--- src/rtl/rca_arbiter_if.sv ---
// Request/response bundle for the shared add/subtract unit.
// A beat transfers on a rising clk edge where valid and ready are both high.
// The producer holds its data stable until that edge.
interface rca_arbiter_if #(
  parameter int NREQ  = 4,
  parameter int WIDTH = 32
);
  logic [NREQ-1:0]       req_valid;
  logic [NREQ-1:0]       req_ready;
  logic [NREQ*WIDTH-1:0] req_a;
  logic [NREQ*WIDTH-1:0] req_b;
  logic [NREQ-1:0]       req_sub;
  logic [NREQ-1:0]       req_cin;
  logic [NREQ-1:0]       req_chain;
  logic [NREQ-1:0]       req_lock;
  logic                  rsp_valid;
  logic                  rsp_ready;
  logic [1:0]            rsp_id;
  logic [WIDTH-1:0]      rsp_result;
  logic                  rsp_carry;
  logic                  rsp_overflow;

  modport slave (
    input  req_valid, req_a, req_b, req_sub, req_cin, req_chain, req_lock, rsp_ready,
    output req_ready, rsp_valid, rsp_id, rsp_result, rsp_carry, rsp_overflow
  );

  modport master (
    output req_valid, req_a, req_b, req_sub, req_cin, req_chain, req_lock, rsp_ready,
    input  req_ready, rsp_valid, rsp_id, rsp_result, rsp_carry, rsp_overflow
  );
endinterface

--- src/rtl/rca_arbiter.sv ---
// Four requesters share one ripple-carry add/subtract datapath through a round-robin
// arbiter with lock/chain support and a single-entry registered response buffer.
module rca_arbiter #(
  parameter int NREQ  = 4,
  parameter int WIDTH = 32
) (
  input  logic         clk,
  input  logic         rst_n,
  rca_arbiter_if.slave bus,
  output logic         fsm_state
);
  typedef enum logic {EMPTY = 1'b0, FULL = 1'b1} state_t;

  state_t           state, state_next;
  logic [1:0]       last_grant, lock_id, gnt_idx, scan_idx;
  logic             lock_active, carry_reg;
  logic             gnt_found, can_accept, fire;
  logic [WIDTH-1:0] op_a, op_b_eff, sum;
  logic             op_sub, c0, carry_out, carry_msb_in;

  assign bus.rsp_valid = (state == FULL);
  assign can_accept    = !bus.rsp_valid || bus.rsp_ready;
  assign fire          = gnt_found && can_accept;
  assign fsm_state     = state;

  // A held lock pins the grant to lock_id even when it is idle.
  always_comb begin
    gnt_found = 1'b0;
    gnt_idx   = 2'd0;
    scan_idx  = 2'd0;
    if (lock_active) begin
      gnt_found = bus.req_valid[lock_id];
      gnt_idx   = lock_id;
    end else begin
      for (int k = 1; k <= NREQ; k++) begin
        scan_idx = last_grant + 2'(k);
        if (!gnt_found && bus.req_valid[scan_idx]) begin
          gnt_found = 1'b1;
          gnt_idx   = scan_idx;
        end
      end
    end
  end

  always_comb begin
    bus.req_ready = '0;
    if (fire) bus.req_ready[gnt_idx] = 1'b1;
  end

  // Chained words take their carry-in from the previous transfer, even for subtraction.
  always_comb begin
    logic c;
    op_a     = bus.req_a[int'(gnt_idx)*WIDTH +: WIDTH];
    op_sub   = bus.req_sub[gnt_idx];
    op_b_eff = op_sub ? ~bus.req_b[int'(gnt_idx)*WIDTH +: WIDTH]
                      :  bus.req_b[int'(gnt_idx)*WIDTH +: WIDTH];
    if (bus.req_chain[gnt_idx]) c0 = carry_reg;
    else if (op_sub)            c0 = 1'b1;
    else                        c0 = bus.req_cin[gnt_idx];
    sum          = '0;
    carry_msb_in = 1'b0;
    c            = c0;
    for (int i = 0; i < WIDTH; i++) begin
      if (i == WIDTH-1) carry_msb_in = c;
      sum[i] = op_a[i] ^ op_b_eff[i] ^ c;
      c      = (op_a[i] & op_b_eff[i]) | (op_a[i] & c) | (op_b_eff[i] & c);
    end
    carry_out = c;
  end

  always_comb begin
    state_next = state;
    case (state)
      EMPTY: if (fire) state_next = FULL;
      FULL:  if (bus.rsp_ready) state_next = fire ? FULL : EMPTY;
      default: state_next = EMPTY;
    endcase
  end

  always_ff @(posedge clk or negedge rst_n) begin
    if (!rst_n) state <= EMPTY;
    else        state <= state_next;
  end

  always_ff @(posedge clk or negedge rst_n) begin
    if (!rst_n) begin
      last_grant  <= 2'd3;
      lock_active <= 1'b0;
      lock_id     <= 2'd0;
      carry_reg   <= 1'b0;
    end else if (fire) begin
      last_grant  <= gnt_idx;
      carry_reg   <= carry_out;
      lock_active <= bus.req_lock[gnt_idx];
      if (bus.req_lock[gnt_idx]) lock_id <= gnt_idx;
    end
  end

  always_ff @(posedge clk or negedge rst_n) begin
    if (!rst_n) begin
      bus.rsp_id       <= 2'd0;
      bus.rsp_result   <= '0;
      bus.rsp_carry    <= 1'b0;
      bus.rsp_overflow <= 1'b0;
    end else if (fire) begin
      bus.rsp_id       <= gnt_idx;
      bus.rsp_result   <= sum;
      bus.rsp_carry    <= carry_out;
      bus.rsp_overflow <= carry_msb_in ^ carry_out;
    end
  end
endmodule

--- src/flat_wrapper.sv ---
// flat-port wrapper written by rule: the top's interface ports become plain ports
module rca_arbiter_flat 
#(
  parameter int NREQ  = 4,
  parameter int WIDTH = 32
)
  (clk, rst_n, fsm_state, bus_req_valid, bus_req_a, bus_req_b, bus_req_sub, bus_req_cin, bus_req_chain, bus_req_lock, bus_rsp_ready, bus_req_ready, bus_rsp_valid, bus_rsp_id, bus_rsp_result, bus_rsp_carry, bus_rsp_overflow);
  rca_arbiter_if #(.NREQ(NREQ), .WIDTH(WIDTH)) bus_i ();
  input  logic clk;
  input  logic rst_n;
  output logic fsm_state;
  input wire logic [$bits(bus_i.req_valid)-1:0] bus_req_valid;
  input wire logic [$bits(bus_i.req_a)-1:0] bus_req_a;
  input wire logic [$bits(bus_i.req_b)-1:0] bus_req_b;
  input wire logic [$bits(bus_i.req_sub)-1:0] bus_req_sub;
  input wire logic [$bits(bus_i.req_cin)-1:0] bus_req_cin;
  input wire logic [$bits(bus_i.req_chain)-1:0] bus_req_chain;
  input wire logic [$bits(bus_i.req_lock)-1:0] bus_req_lock;
  input wire logic [$bits(bus_i.rsp_ready)-1:0] bus_rsp_ready;
  output wire logic [$bits(bus_i.req_ready)-1:0] bus_req_ready;
  output wire logic [$bits(bus_i.rsp_valid)-1:0] bus_rsp_valid;
  output wire logic [$bits(bus_i.rsp_id)-1:0] bus_rsp_id;
  output wire logic [$bits(bus_i.rsp_result)-1:0] bus_rsp_result;
  output wire logic [$bits(bus_i.rsp_carry)-1:0] bus_rsp_carry;
  output wire logic [$bits(bus_i.rsp_overflow)-1:0] bus_rsp_overflow;
  assign bus_i.req_valid = bus_req_valid;
  assign bus_i.req_a = bus_req_a;
  assign bus_i.req_b = bus_req_b;
  assign bus_i.req_sub = bus_req_sub;
  assign bus_i.req_cin = bus_req_cin;
  assign bus_i.req_chain = bus_req_chain;
  assign bus_i.req_lock = bus_req_lock;
  assign bus_i.rsp_ready = bus_rsp_ready;
  assign bus_req_ready = bus_i.req_ready;
  assign bus_rsp_valid = bus_i.rsp_valid;
  assign bus_rsp_id = bus_i.rsp_id;
  assign bus_rsp_result = bus_i.rsp_result;
  assign bus_rsp_carry = bus_i.rsp_carry;
  assign bus_rsp_overflow = bus_i.rsp_overflow;
  rca_arbiter #(.NREQ(NREQ), .WIDTH(WIDTH)) u_core (.clk(clk), .rst_n(rst_n), .bus(bus_i), .fsm_state(fsm_state));
endmodule
--- config.mk ---
export PLATFORM = sky130hd
export DESIGN_NAME = rca_arbiter_flat
export DESIGN_NICKNAME = d
export VERILOG_FILES = /design/src/rtl/rca_arbiter_if.sv /design/src/rtl/rca_arbiter.sv /design/src/flat_wrapper.sv
export SDC_FILE = /design/constraint.sdc
export NUM_CORES = 1
export LEC_CHECK = 0
export CAP_MARGIN = 20
export CELL_PAD_IN_SITES_DETAIL_PLACEMENT = 1
export CELL_PAD_IN_SITES_GLOBAL_PLACEMENT = 2
export CORE_ASPECT_RATIO = 2
export CORE_UTILIZATION = 20
export CTS_BUF_LIST = sky130_fd_sc_hd__clkbuf_4 sky130_fd_sc_hd__clkbuf_8 sky130_fd_sc_hd__clkbuf_16
export CTS_CLUSTER_SIZE = 25
export DETAILED_ROUTE_END_ITERATION = 10
export HOLD_SLACK_MARGIN = 0.12
export PLACE_DENSITY = 0.95
export SLEW_MARGIN = 20
export SYNTH_ARGS = -nofsm -noshare
export SYNTH_HDL_FRONTEND = slang
export SYNTH_SLANG_ARGS = --single-unit
--- constraint.sdc ---
create_clock -name clk -period 22.9 [get_ports clk]
set_clock_uncertainty 0.15 [all_clocks]
set_input_delay 4.58 -clock clk [delete_from_list [all_inputs] [get_ports clk]]
set_output_delay 4.58 -clock clk [all_outputs]
set_load 0.02 [all_outputs]
==> flow_summary_export.csv <==
group,metric,value,unit
floorplanning,die_x,113,microns
synth,synth_area_leaders,"dfrtp_1, nand2_1, fa_1",
sta,hold_violations,0,
placed_design,dp_cells,1229,
clock_network,cts.path.max_buffers,2,
setup_path,max_stage_delay,0.51,ns
sta,finalSetupTns,0,ns
synth,syn_area,4940,sq um
synth,ys_seq_elements,42,
floorplanning,io_pins,321,
synth,yosysMostFrequentCell,"nand2_1",
global_routing,busiest_layer,"met2",
floorplanning,dieHeight,224,microns
sta,rsz0062_at_grt,"false",
setup_path,cpMaxStageDelayCell,"clkdlybuf4s50_1",
synth,yosysTopAreaCell,"dfrtp_1",
layout,drive_above_1_share,0.0465,
power,power_density,184,nW/um^2
global_routing,met1_usage,0.186,
sta,min_period_over_period,0.912,
synth,netlist.area_leader.share,0.202,
floorplanning,initial_core_util,0.203,
synth,synthTopCellsByCount,"nand2_1, o21ai_0, dfrtp_1, mux2i_1, a21oi_1",
setup_path,cp-start-kind,"input pin",
global_routing,antenna_found_initial,0,
setup_path,crit_required,22.93,ns
sta,timing.final.ws_setup,2.01,ns
setup_path,worstPathMaxFanout,34,
synth,yosysSeqAreaShare,0.213,
sta,setup_violations,0,
setup_path,crit_type,"input pin to flop",
global_routing,met2_usage,0.359,
global_routing,grt-ovfl-total,0,
layout,seq_area,1050,sq um
clock_network,postCtsSetupRepairBufs,0,
layout,largest_reg_flops,32,
power,power,0.00156,W
floorplanning,core_area,24300,sq um
clock_network,clk_pin_slew,0.07,ns
clock_network,cts.sinks,42,
synth,synth_edf_count,0,
layout,fillers,2906,
placed_design,place.gp.congestion,0.863,
placed_design,place_ws,1.64,ns
layout,largest-register,"u_core.bus.rsp_result",
routing,wl_per_cell,18.6,microns
synth,yosys_warnings,0,
floorplanning,rows,81,
sta,finalMaxSlewViolations,0,
layout,multi_input_area,3600,sq um
synth,synth.net_count,974,
routing,routed_wl,23000,microns
synth,syn_inst,663,
status,status,"finished, final reports clean",
sta,period_minus_slack,20.89,ns
routing,detail_route.vias_per_cell,4.64,
global_routing,met3_usage,0.0194,
clock_network,cts_tree,"yes",
power,worst_ir_drop_vdd,61.2,uV
synth,avgSynthCellArea,7.46,sq um
clock_network,cts_hold_buf,0,
routing,routed-via-count,5745,
clock_network,cts_buffers,5,
routing,ant_nets,0,
routing,drc,0,
clock_network,clkLatencyLatePin,0.29,ns
global_routing,grt_pass1_wl,34800,microns
global_routing,grt_pass1_vias,6351,
clock_network,ctsHtreeMaxLevel,2,
global_routing,grt_usage,0.181,
setup_path,endpoint_kind,"flop",
run,drv_cap,0,
routing,drtIter0Drc,162,
setup_path,arrival,20.93,ns
synth,ys.flop_type,"dfrtp_1",
floorplanning,die_area,25400,sq um
sta,worst_slew_pin_slew,0.636,ns
global_routing,grt_max_degree,69,
min_path,hold_path_depth,2,
setup_path,reg2reg_depth,43,
clock_network,root_buffer,"clkbuf_16",
layout,n_antenna_cell,0,
layout,syn2layout_area_growth,71.7,%
layout,finalNonFillerCells,1237,
power,leakagePower,3.58,nW
routing,drt-pass1-iter-count,4,
synth,async_reset_ff_frac,1.00,
synth,synth_cell_type_count,47,
layout,final_nets,1257,
sta,relSlewSlack,0.576,
placed_design,hpwl,19200,microns
placed_design,port_buffers,320,
setup_path,path_common_cell,"fa_1",
min_path,hold_class,"flop to flop",
clock_network,post_cts_resized,0,
sta,fmax,0.0479,GHz
## cell families (layout without fill, tap and decap cells)
logic type / count (synthesis) / in the layout / synth area share
flops: 42 / 42 / 0.213
compound gates: 159 / 159 / 0.197
xor+xnor: 33 / 33 / 0.0691
mux: 42 / 42 / 0.0883
buf+inv: 60 / 344 / 0.0607
fa+ha+maj: 32 / 32 / 0.130
simple gates: 295 / 295 / 0.242
## final timing paths
check	start	end	slack, ns
min reg2reg	u_core.bus.rsp_result[24]	u_core.bus.rsp_result[24]	0.33
max in group asynchronous	rst_n	u_core.bus.rsp_result[7]	18.04
max reg2reg	u_core.last_grant[1]	u_core.bus.rsp_result[31]	6.40
min in group asynchronous	rst_n	u_core.bus.rsp_id[0]	4.13
max	bus_req_valid[2]	u_core.bus.rsp_result[31]	2.01
min	u_core.bus.rsp_result[24]	u_core.bus.rsp_result[24]	0.33
## cell type report
| class | count | share of cell area |
|---|---|---|
| inverter | 4 | 0.00177 |
| clock inverter | 3 | 0.00472 |
| tap | 290 | 0.0428 |
| sequential | 42 | 0.124 |
| timing repair buffer | 332 | 0.388 |
| clock buffer | 5 | 0.0147 |
| multi-input combinational | 561 | 0.424 |
## worst max-delay path, delay by kind of cell
family	cells	cell delay (ns)
AO/OA/AOI/OAI	3	0.78
XOR/XNOR	1	0.13
adder cells (fa/ha/maj)	31	13.37
buffers and inverters	3	0.98
AND/OR/NAND/NOR	5	1.06
## through the flow
| step | utilization | area (sq um) | hold WS, ns |
|---|---|---|---|
| after floorplan | - | 4940 | 0.405 |
| after global placement | 0.342 | 8320 | 0.313 |
| after detailed placement | 0.342 | 8320 | 0.320 |
| after CTS | 0.349 | 8480 | 0.336 |
| after global routing | 0.349 | 8490 | 0.359 |
| final | 0.349 | 8490 | 0.332 |
## metal layers
| metal | wire, microns | vias up |
|---|---|---|
| met5 | 0 | - |
| met4 | 912 | 0 |
| met3 | 891 | 38 |
| met2 | 12900 | 189 |
| met1 | 8300 | 2726 |
| li1 | - | 2792 |
## power breakdown
| part | total, W | switching, W | internal, W |
|---|---|---|---|
| Combinational | 0.00132 | 0.000770 | 0.000551 |
| Sequential | 0.000155 | 0.0000302 | 0.000125 |
| Clock | 0.0000830 | 0.0000318 | 0.0000511 |
## layout by cell type (no fill, tap or decap), drive strengths merged, types with 2 or more instances in the layout
cell type and n:
clkdlybuf4s50 319, nand2 236, o21ai 63, dfrtp 40
mux2i 38, a21oi 37, a22oi 35, fa 32
xor2 31, nand3 30, buf 13, nor2 11
nand2b 6, o21a 5, clkbuf 5, inv 4
a31oi 4, a221oi 4, mux2 3, nor2b 3
or2 3, o2bb2ai 2, xnor2 2, and3 2
clkinv 2, dfstp 2
(Power assumes the default switching activity.)
